--- config.mk ---
export PLATFORM = sky130hd
export DESIGN_NAME = vend_ctrl
export DESIGN_NICKNAME = d
export VERILOG_FILES = /design/src/rtl/vend_ctrl.sv
export SDC_FILE = /design/constraint.sdc
export NUM_CORES = 1
export LEC_CHECK = 0
export CAP_MARGIN = 20
export CORE_ASPECT_RATIO = 0.8
export CORE_MARGIN = 4
export CORE_UTILIZATION = 51
export CTS_CLUSTER_SIZE = 16
export DETAILED_ROUTE_END_ITERATION = 10
export GPL_TIMING_DRIVEN = 0
export PLACE_DENSITY = 0.78
export SLEW_MARGIN = 20
export SYNTH_ARGS = -nofsm -noshare
export SYNTH_HDL_FRONTEND = slang
export SYNTH_SLANG_ARGS = --single-unit
--- constraint.sdc ---
create_clock -name clk -period 3.8 [get_ports clk]
set_input_delay 0.76 -clock clk [delete_from_list [all_inputs] [get_ports clk]]
set_output_delay 0.76 -clock clk [all_outputs]
set_load 0.03 [all_outputs]
--- src/rtl/vend_ctrl.sv ---
// Vending-machine transaction FSM: accumulates coin credit, vends the selected
// item, then pays change back one greedy coin per cycle.
module vend_ctrl #(
  parameter int CW         = 8,
  parameter int MAX_CREDIT = 200,
  parameter int PRICE0     = 50,
  parameter int PRICE1     = 75,
  parameter int PRICE2     = 100,
  parameter int PRICE3     = 125
) (
  input  logic          clk,
  input  logic          rst_n,
  input  logic          coin5_p,
  input  logic          coin10_p,
  input  logic          coin25_p,
  input  logic          sel_p,
  input  logic          cancel_p,
  input  logic [1:0]    item_sel,
  output logic [CW-1:0] credit,
  output logic          dispense,
  output logic [1:0]    item_out,
  output logic          deny,
  output logic          coin_reject,
  output logic          ret25,
  output logic          ret10,
  output logic          ret5,
  output logic          busy
);

  typedef enum logic [1:0] {S_IDLE, S_CREDIT, S_VEND, S_CHANGE} state_t;

  state_t        r_state;
  logic [CW-1:0] r_credit;
  logic [1:0]    r_item;
  logic          r_dispense, r_deny, r_coin_reject;
  logic          r_ret25, r_ret10, r_ret5, r_busy;

  logic          w_coin_any, w_coin_multi, w_fit, w_afford, w_coin_rej;
  logic [CW:0]   w_coin_val, w_sum;
  logic [CW-1:0] w_price, w_credit_add, w_after_buy, w_chg_step;

  assign w_coin_any   = coin5_p | coin10_p | coin25_p;
  assign w_coin_multi = (coin5_p & coin10_p) | (coin5_p & coin25_p) | (coin10_p & coin25_p);

  // Only the highest-value coin is a candidate; all others are rejected.
  always_comb begin
    w_coin_val = '0;
    if (coin25_p)      w_coin_val = (CW+1)'(25);
    else if (coin10_p) w_coin_val = (CW+1)'(10);
    else if (coin5_p)  w_coin_val = (CW+1)'(5);
  end

  always_comb begin
    w_price = '0;
    case (item_sel)
      2'd0:    w_price = CW'(PRICE0);
      2'd1:    w_price = CW'(PRICE1);
      2'd2:    w_price = CW'(PRICE2);
      default: w_price = CW'(PRICE3);
    endcase
  end

  always_comb begin
    w_chg_step = CW'(5);
    if (r_credit >= CW'(25))      w_chg_step = CW'(25);
    else if (r_credit >= CW'(10)) w_chg_step = CW'(10);
  end

  assign w_sum        = {1'b0, r_credit} + w_coin_val;
  assign w_fit        = (w_sum <= (CW+1)'(MAX_CREDIT));
  assign w_credit_add = w_fit ? w_sum[CW-1:0] : r_credit;
  assign w_coin_rej   = w_coin_any & (w_coin_multi | ~w_fit);
  // Affordability uses pre-coin credit; a same-cycle coin still lands in credit.
  assign w_afford     = (r_credit >= w_price);
  assign w_after_buy  = w_credit_add - w_price;

  always_ff @(posedge clk or negedge rst_n) begin
    if (!rst_n) begin
      r_state       <= S_IDLE;
      r_credit      <= '0;
      r_item        <= '0;
      r_dispense    <= 1'b0;
      r_deny        <= 1'b0;
      r_coin_reject <= 1'b0;
      r_ret25       <= 1'b0;
      r_ret10       <= 1'b0;
      r_ret5        <= 1'b0;
      r_busy        <= 1'b0;
    end else begin
      r_dispense    <= 1'b0;
      r_deny        <= 1'b0;
      r_coin_reject <= 1'b0;
      r_ret25       <= 1'b0;
      r_ret10       <= 1'b0;
      r_ret5        <= 1'b0;
      case (r_state)
        S_IDLE, S_CREDIT: begin
          if (cancel_p && (r_state == S_CREDIT)) begin
            r_coin_reject <= w_coin_any;
            r_state       <= S_CHANGE;
            r_busy        <= 1'b1;
          end else begin
            r_coin_reject <= w_coin_rej;
            if (sel_p && w_afford) begin
              r_credit   <= w_after_buy;
              r_item     <= item_sel;
              r_dispense <= 1'b1;
              r_state    <= S_VEND;
              r_busy     <= 1'b1;
            end else begin
              r_deny   <= sel_p;
              r_credit <= w_credit_add;
              r_state  <= (w_credit_add != '0) ? S_CREDIT : S_IDLE;
              r_busy   <= 1'b0;
            end
          end
        end
        S_VEND: begin
          r_coin_reject <= w_coin_any;
          r_state       <= (r_credit != '0) ? S_CHANGE : S_IDLE;
          r_busy        <= (r_credit != '0);
        end
        S_CHANGE: begin
          r_coin_reject <= w_coin_any;
          r_ret25       <= (w_chg_step == CW'(25));
          r_ret10       <= (w_chg_step == CW'(10));
          r_ret5        <= (w_chg_step == CW'(5));
          r_credit      <= r_credit - w_chg_step;
          if (r_credit == w_chg_step) begin
            r_state <= S_IDLE;
            r_busy  <= 1'b0;
          end
        end
        default: begin
          r_state <= S_IDLE;
          r_busy  <= 1'b0;
        end
      endcase
    end
  end

  assign credit      = r_credit;
  assign item_out    = r_item;
  assign dispense    = r_dispense;
  assign deny        = r_deny;
  assign coin_reject = r_coin_reject;
  assign ret25       = r_ret25;
  assign ret10       = r_ret10;
  assign ret5        = r_ret5;
  assign busy        = r_busy;

endmodule
* After elaboration in Yosys (flattened, before gate mapping)
Cells that the tools add are included.
** Storage, ports and cells
- Output and inout bits :: 17
- Bits in latches :: 0
- Memory bits (writable) :: 0
- Register bits after elaboration :: 19
- Memory bits (read-only) :: 0
- Memories kept :: 0
** Operators by class
- Multipliers :: 0
- Reduce and logical (&&, ||, !) cells :: 11
- Bitwise operators :: 11
- Add/sub/neg operators :: 3
- Order comparisons :: 4
- Mux-type cells :: 30
- Divide/modulo/power cells :: 0
- Equal/unequal tests :: 11
- Shift-type cells :: 0
** Operators by type and width (count)
- 2-to-1 mux 8 bit :: 3
- one-hot mux 7 bit (3 select lines) :: 1
- one-hot mux 8 bit (2 select lines) :: 1
- nonzero test 8 bit :: 2
- subtractor 8 bit :: 2
- 2-to-1 mux 1 bit :: 13
- adder 8 x 9 -> 9 bit :: 1
- less-or-equal comparator 9 x 8 -> 1 bit, second input constant :: 1
- 2-to-1 mux 9 bit :: 1
- == test 8 x 3 -> 1 bit, second input constant :: 1
- == test 8 x 4 -> 1 bit, second input constant :: 1
- == test 8 x 5 -> 1 bit, second input constant :: 1
- == test 8 bit :: 1
- >= comparator 8 x 4 -> 1 bit, second input constant :: 1
- >= comparator 8 x 5 -> 1 bit, second input constant :: 1
- >= comparator 8 bit :: 1
- 2-to-1 mux 2 bit :: 4
- 2-to-1 mux 4 bit :: 2
- == test 2 bit, second input constant :: 3
- one-hot mux 2 bit (3 select lines) :: 1
- 2-to-1 mux 5 bit :: 1
- bitwise OR 1 bit :: 5
- bitwise AND 1 bit :: 4
- == test 2 x 1 -> 1 bit, second input constant :: 2
- 11 further kinds :: 16

* Longest topological paths before layout
- Depth in word-level cells :: 11
- Mapped depth :: 21
- Gate-level depth less buffers :: 21

* Worst setup path after synthesis
No wires, ideal clock.
- Path kind :: input to register
- From :: input port coin10_p
- To :: register r_credit[6] (netlist: credit[6])
- Slack :: -890 ps
- Data arrival time :: 4554 ps
- Stages on the path :: 21
- Setup time :: 136 ps
- Data required time :: 3664 ps
- Path through :: inv_1 a21o_1 ha_1 fa_1 xor2_1 nor3_1 o32ai_1 and4b_1 a211oi_4 mux2i_1 ha_1 inv_1 fa_1 a21o_1 a21oi_1 o21bai_1 a21oi_1 xor2_1 o21ai_0 a21oi_1 a21oi_1
** Between the ends
- Cells in the longest elaborated chain, start to end :: 9
** RTL lines
- from (decl) :: line 14 : input logic coin10_p,
- 2-to-1 mux 4 bit * :: line 49 : else if (coin10_p) w_coin_val = (CW+1)'(10);
- 2-to-1 mux 9 bit * :: line 48 : if (coin25_p) w_coin_val = (CW+1)'(25);
- adder 8 x 9 -> 9 bit * :: line 69 : assign w_sum = {1'b0, r_credit} + w_coin_val;
- less-or-equal comparator 9 x 8 -> 1 bit :: line 70 : assign w_fit = (w_sum <= (CW+1)'(MAX_CREDIT));
- 2-to-1 mux 8 bit * :: line 71 : assign w_credit_add = w_fit ? w_sum[CW-1:0] : r_credit;
- subtractor 8 bit :: line 75 : assign w_after_buy = w_credit_add - w_price;
- 2-to-1 mux 8 bit * :: line 104 : if (sel_p && w_afford) begin
- 2-to-1 mux 8 bit * :: line 98 : if (cancel_p && (r_state == S_CREDIT)) begin
- one-hot mux 8 bit (2 select lines) * :: line 96 : case (r_state)
- to (signal assigned) :: line 105 : r_credit <= w_after_buy;
- to (signal assigned) :: line 112 : r_credit <= w_credit_add;
- to (signal assigned) :: line 128 : r_credit <= r_credit - w_chg_step;
- to (decl) :: line 33 : logic [CW-1:0] r_credit;
Every way passes the cells marked *; elsewhere a longest branch is shown, timed or not. The select of a mux whose other input is x is not followed.
A chain may end at the register's enable or synchronous reset.

* Worst setup path after layout
- From :: input port coin5_p
- To :: register r_credit[6] (netlist: credit[6])
** Between the ends
- Cells in the longest elaborated chain, start to end :: 10
** RTL lines
- from (decl) :: line 13 : input logic coin5_p,
- 2-to-1 mux 3 bit * :: line 50 : else if (coin5_p) w_coin_val = (CW+1)'(5);
- 2-to-1 mux 4 bit * :: line 49
- 2-to-1 mux 9 bit * :: line 48
- adder 8 x 9 -> 9 bit * :: line 69
- less-or-equal comparator 9 x 8 -> 1 bit :: line 70
- 2-to-1 mux 8 bit * :: line 71
- subtractor 8 bit :: line 75
- 2-to-1 mux 8 bit * :: line 104
- 2-to-1 mux 8 bit * :: line 98
- one-hot mux 8 bit (2 select lines) * :: line 96
Marked as above.

==> flow_summary_export.csv <==
group,metric,value,unit
grt,grt_max_degree,19,
floorplanning,die_area,5004,um^2
detailed_routing,routed_wl,6534,um
worst_hold_path,min_path_type,"reg2reg",
setup_path,critPathSlowestCell,"fa_2",
yosys,synthDistinctLibCells,51,
setup_path,path_cells,"buf_8 > a21o_1 > ha_4 > fa_2 > xor2_4 > nor3_4 > o32ai_4 > and4b_2 > a211oi_4 > mux2i_2 > ha_2 > inv_2 > fa_2 > a21o_1 > a21oi_2 > o21bai_1 > a21oi_2 > xor2_1 > o21ai_1 > a21oi_1 > a21oi_1",
timing,fin_crit,4.722,ns
placed_design,portBuffers,25,
clock_tree,root_buffer,"clkbuf_8",
setup_path,worst_setup_path_end_kind,"flop",
timing,skew,0.001777,ns
run,cap_violations,0,
run_status,failed_checks,"negative setup slack",
yosys,yosys_warnings,0,
cells_and_area,fill_cells,229,
yosys,yosysSeqAreaShare,22.47,%
setup_path,cpPeakStageDelay,0.40,ns
clock_tree,cts_made_buffers,3,
detailed_routing,route.met2.wl,3028,um
cells_and_area,area_delta_synth_final,45.07,%
timing,max_slew.worst_pin.slew,0.9013,ns
clock_tree,cts_sinks,18,
run_status,status,"complete, but fails checks",
timing,finalCritPeriodShare,124.3,%
timing,setup_viol_count_final,8,
placed_design,dp_hpwl,3837,um
setup_path,critical_path_class,"in2reg",
timing,report.final.hold_viol_count,0,
timing,fmax,0.2118,GHz
grt,grt.total_usage,25.03,%
floorplanning,rows,20,
timing,fin_tns_setup,-4.795,ns
yosys,synth_cells,233,
setup_path,startpoint_type,"primary input",
clock_tree,clk_path_buf_depth,2,
setup_path,crit_fanout,4,
clock_tree,htreeDepth,1,
yosys,synth-seq-cells,18,
placed_design,globalplace.congestion,0.9505,
detailed_routing,dr.max_layer_used,"met4",
detailed_routing,wl_met3,594,um
floorplanning,die_h,64.08,um
detailed_routing,drc,0,
setup_path,required,3.93,ns
floorplanning,top_level_ports,26,
yosys,synth_flop_cell,"dfrtp_1",
placed_design,dp_cells,313,
detailed_routing,vias_per_cell,6.170,
clock_tree,clk_pin_slew,0.08,ns
clock_tree,cts_tree,"built",
detailed_routing,drtIter0Drc,248,
clock_tree,clock_latency,0.26,ns
detailed_routing,wl_met1,2706,um
yosys,synthesis.area,2004,um^2
detailed_routing,vias,2147,
grt,grt_pass1_vias,2045,
grt,grt_overflow,0,
yosys,avgSynthCellArea,8.603,um^2
grt,antenna_found_initial,0,
detailed_routing,first_pass_iters,6,
cells_and_area,layout.cells.non_filler,348,
detailed_routing,wire_per_inst,18.78,um
cells_and_area,layout-drive-gt1-share,29.35,%
setup_path,crit_arrival,4.85,ns
floorplanning,core_area,3804,um^2
cells_and_area,fin_nets,334,
grt,grt_pass1_wl,9887,um
detailed_routing,antenna_left,0,
floorplanning,die_x,78.09,um
yosys,synth_edf_count,0,
floorplanning,initial_core_util,52.70,%
timing,slew_viol_final,0,
cells_and_area,diodes,0,
timing,final.setup.worst_slack,-0.9216,ns
timing,rsz0062_at_grt,"true",
yosys,mappedNetlistNets,273,
timing,slew_headroom,39.73,%
yosys,async_flop_share,100.0,%
## synth_stat cells, types with 2 or more instances
cell      instances  area (um^2)
nand4_1           3        18.77
or3_1             2        12.51
or2_2             2        12.51
nand2b_1          2        12.51
nor2b_1           4        25.02
xor2_1            4        35.03
xnor2_1           6        52.55
o21bai_1          3        22.52
nand2_1          17        63.81
clkbuf_1          3        11.26
o211ai_1          4        30.03
a21o_1           11        82.58
mux2_2            5        56.30
a211oi_1          5        37.54
o21a_1            2        15.01
and4b_1           2        20.02
fa_1              3        60.06
o21ai_0          13        65.06
dfrtp_1          18        450.4
inv_1            16        60.06
a21oi_1          18        90.09
buf_1             3        11.26
and2_1            5        31.28
nand3_1           3        15.01
o32a_1            2        20.02
nor2_1           18        67.56
and3_1            3        18.77
mux2i_1           3        30.03
ha_1             28        350.3
nor3_1            4        20.02
## state kept, by name, indices dropped and copies added, names as in the netlist
signal,count
dispense,1
coin_reject,1
ret10,1
r_state,2
ret5,1
item_out,2
credit,8
deny,1
ret25,1
## routing by layer
metal | up-vias | track usage (%)
met4 | 0 | 4.803
met1 | 1000 | 33.45
met3 | 25 | 4.648
met5 | - | 0
li1 | 977 | -
met2 | 145 | 42.52
## cells in the final DEF (no fill, tap or decap), types with 9 or more instances in the layout
cell type / instances
nor2_1: 16
ha_1: 22
a21o_1: 11
o21ai_0: 9
clkdlybuf4s50_1: 22
a21oi_1: 13
buf_4: 27
inv_1: 14
dfrtp_1: 18
nand2_1: 16
## layout make-up
class	count	area, um^2	area share (%)
tap	55	68.82	2.367
multi-input combinational	193	1738	59.77
buffer	6	22.52	0.7745
inverter	16	60.06	2.065
timing repair buffer	56	513.0	17.64
sequential	18	450.4	15.49
clock buffer	4	55.05	1.893
## repair_timing
action,in CTS,in global routing
pin swaps,29,27
hold buffers,0,0
setup endpoints to repair,9,11
gates resized for setup,40,24
buffers inserted,28,5
gates cloned,0,0
## final timing paths
| kind | from | to | slack, ns | cells after the start |
|---|---|---|---|---|
| setup / recovery | coin5_p | credit[6]$_DFFE_PN0P_ | -0.92 | 21 |
| hold / removal | item_out[0]$_DFFE_PN0P_ | item_out[0]$_DFFE_PN0P_ | 0.52 | 1 |
| setup reg to reg | credit[0]$_DFFE_PN0P_ | credit[6]$_DFFE_PN0P_ | -0.69 | 19 |
| hold reg to reg | item_out[0]$_DFFE_PN0P_ | item_out[0]$_DFFE_PN0P_ | 0.52 | 1 |
| max in group asynchronous | rst_n | item_out[1]$_DFFE_PN0P_ | 2.25 | 1 |
| min in group asynchronous | rst_n | coin_reject$_DFF_PN0_ | 1.00 | 1 |
## worst max-delay path, delay by kind of cell
| family | cells | cell delay, ns |
|---|---|---|
| AO/OA/AOI/OAI | 10 | 1.50 |
| XOR/XNOR | 2 | 0.37 |
| adder cells (fa/ha/maj) | 4 | 1.15 |
| buffers and inverters | 2 | 0.15 |
| multiplexers | 1 | 0.34 |
| AND/OR/NAND/NOR | 2 | 0.56 |
## through the flow
| stage | worst slack, ns | hold WS (ns) | instance area (um^2) | utilization [%] |
|---|---|---|---|---|
| floorplan | -0.6936 | 0.4644 | 2057 | - |
| global placement | -1.712 | 0.4896 | 2376 | 62.47 |
| detailed placement | -1.784 | 0.4986 | 2376 | 62.47 |
| CTS | -0.8574 | 0.5113 | 2750 | 72.30 |
| global route | -1.144 | 0.5354 | 2908 | 76.45 |
| finish | -0.9216 | 0.5150 | 2908 | 76.45 |
## cells by family after synthesis
group	share of synthesized area (%)
compound gates	26.90
simple gates	17.35
fa+ha+maj	20.47
buf+inv	4.120
flops	22.47
xor+xnor	4.369
mux	4.307
Power is not shown: default switching activity piles up to over one toggle a cycle in this logic, so the estimate is an artifact.
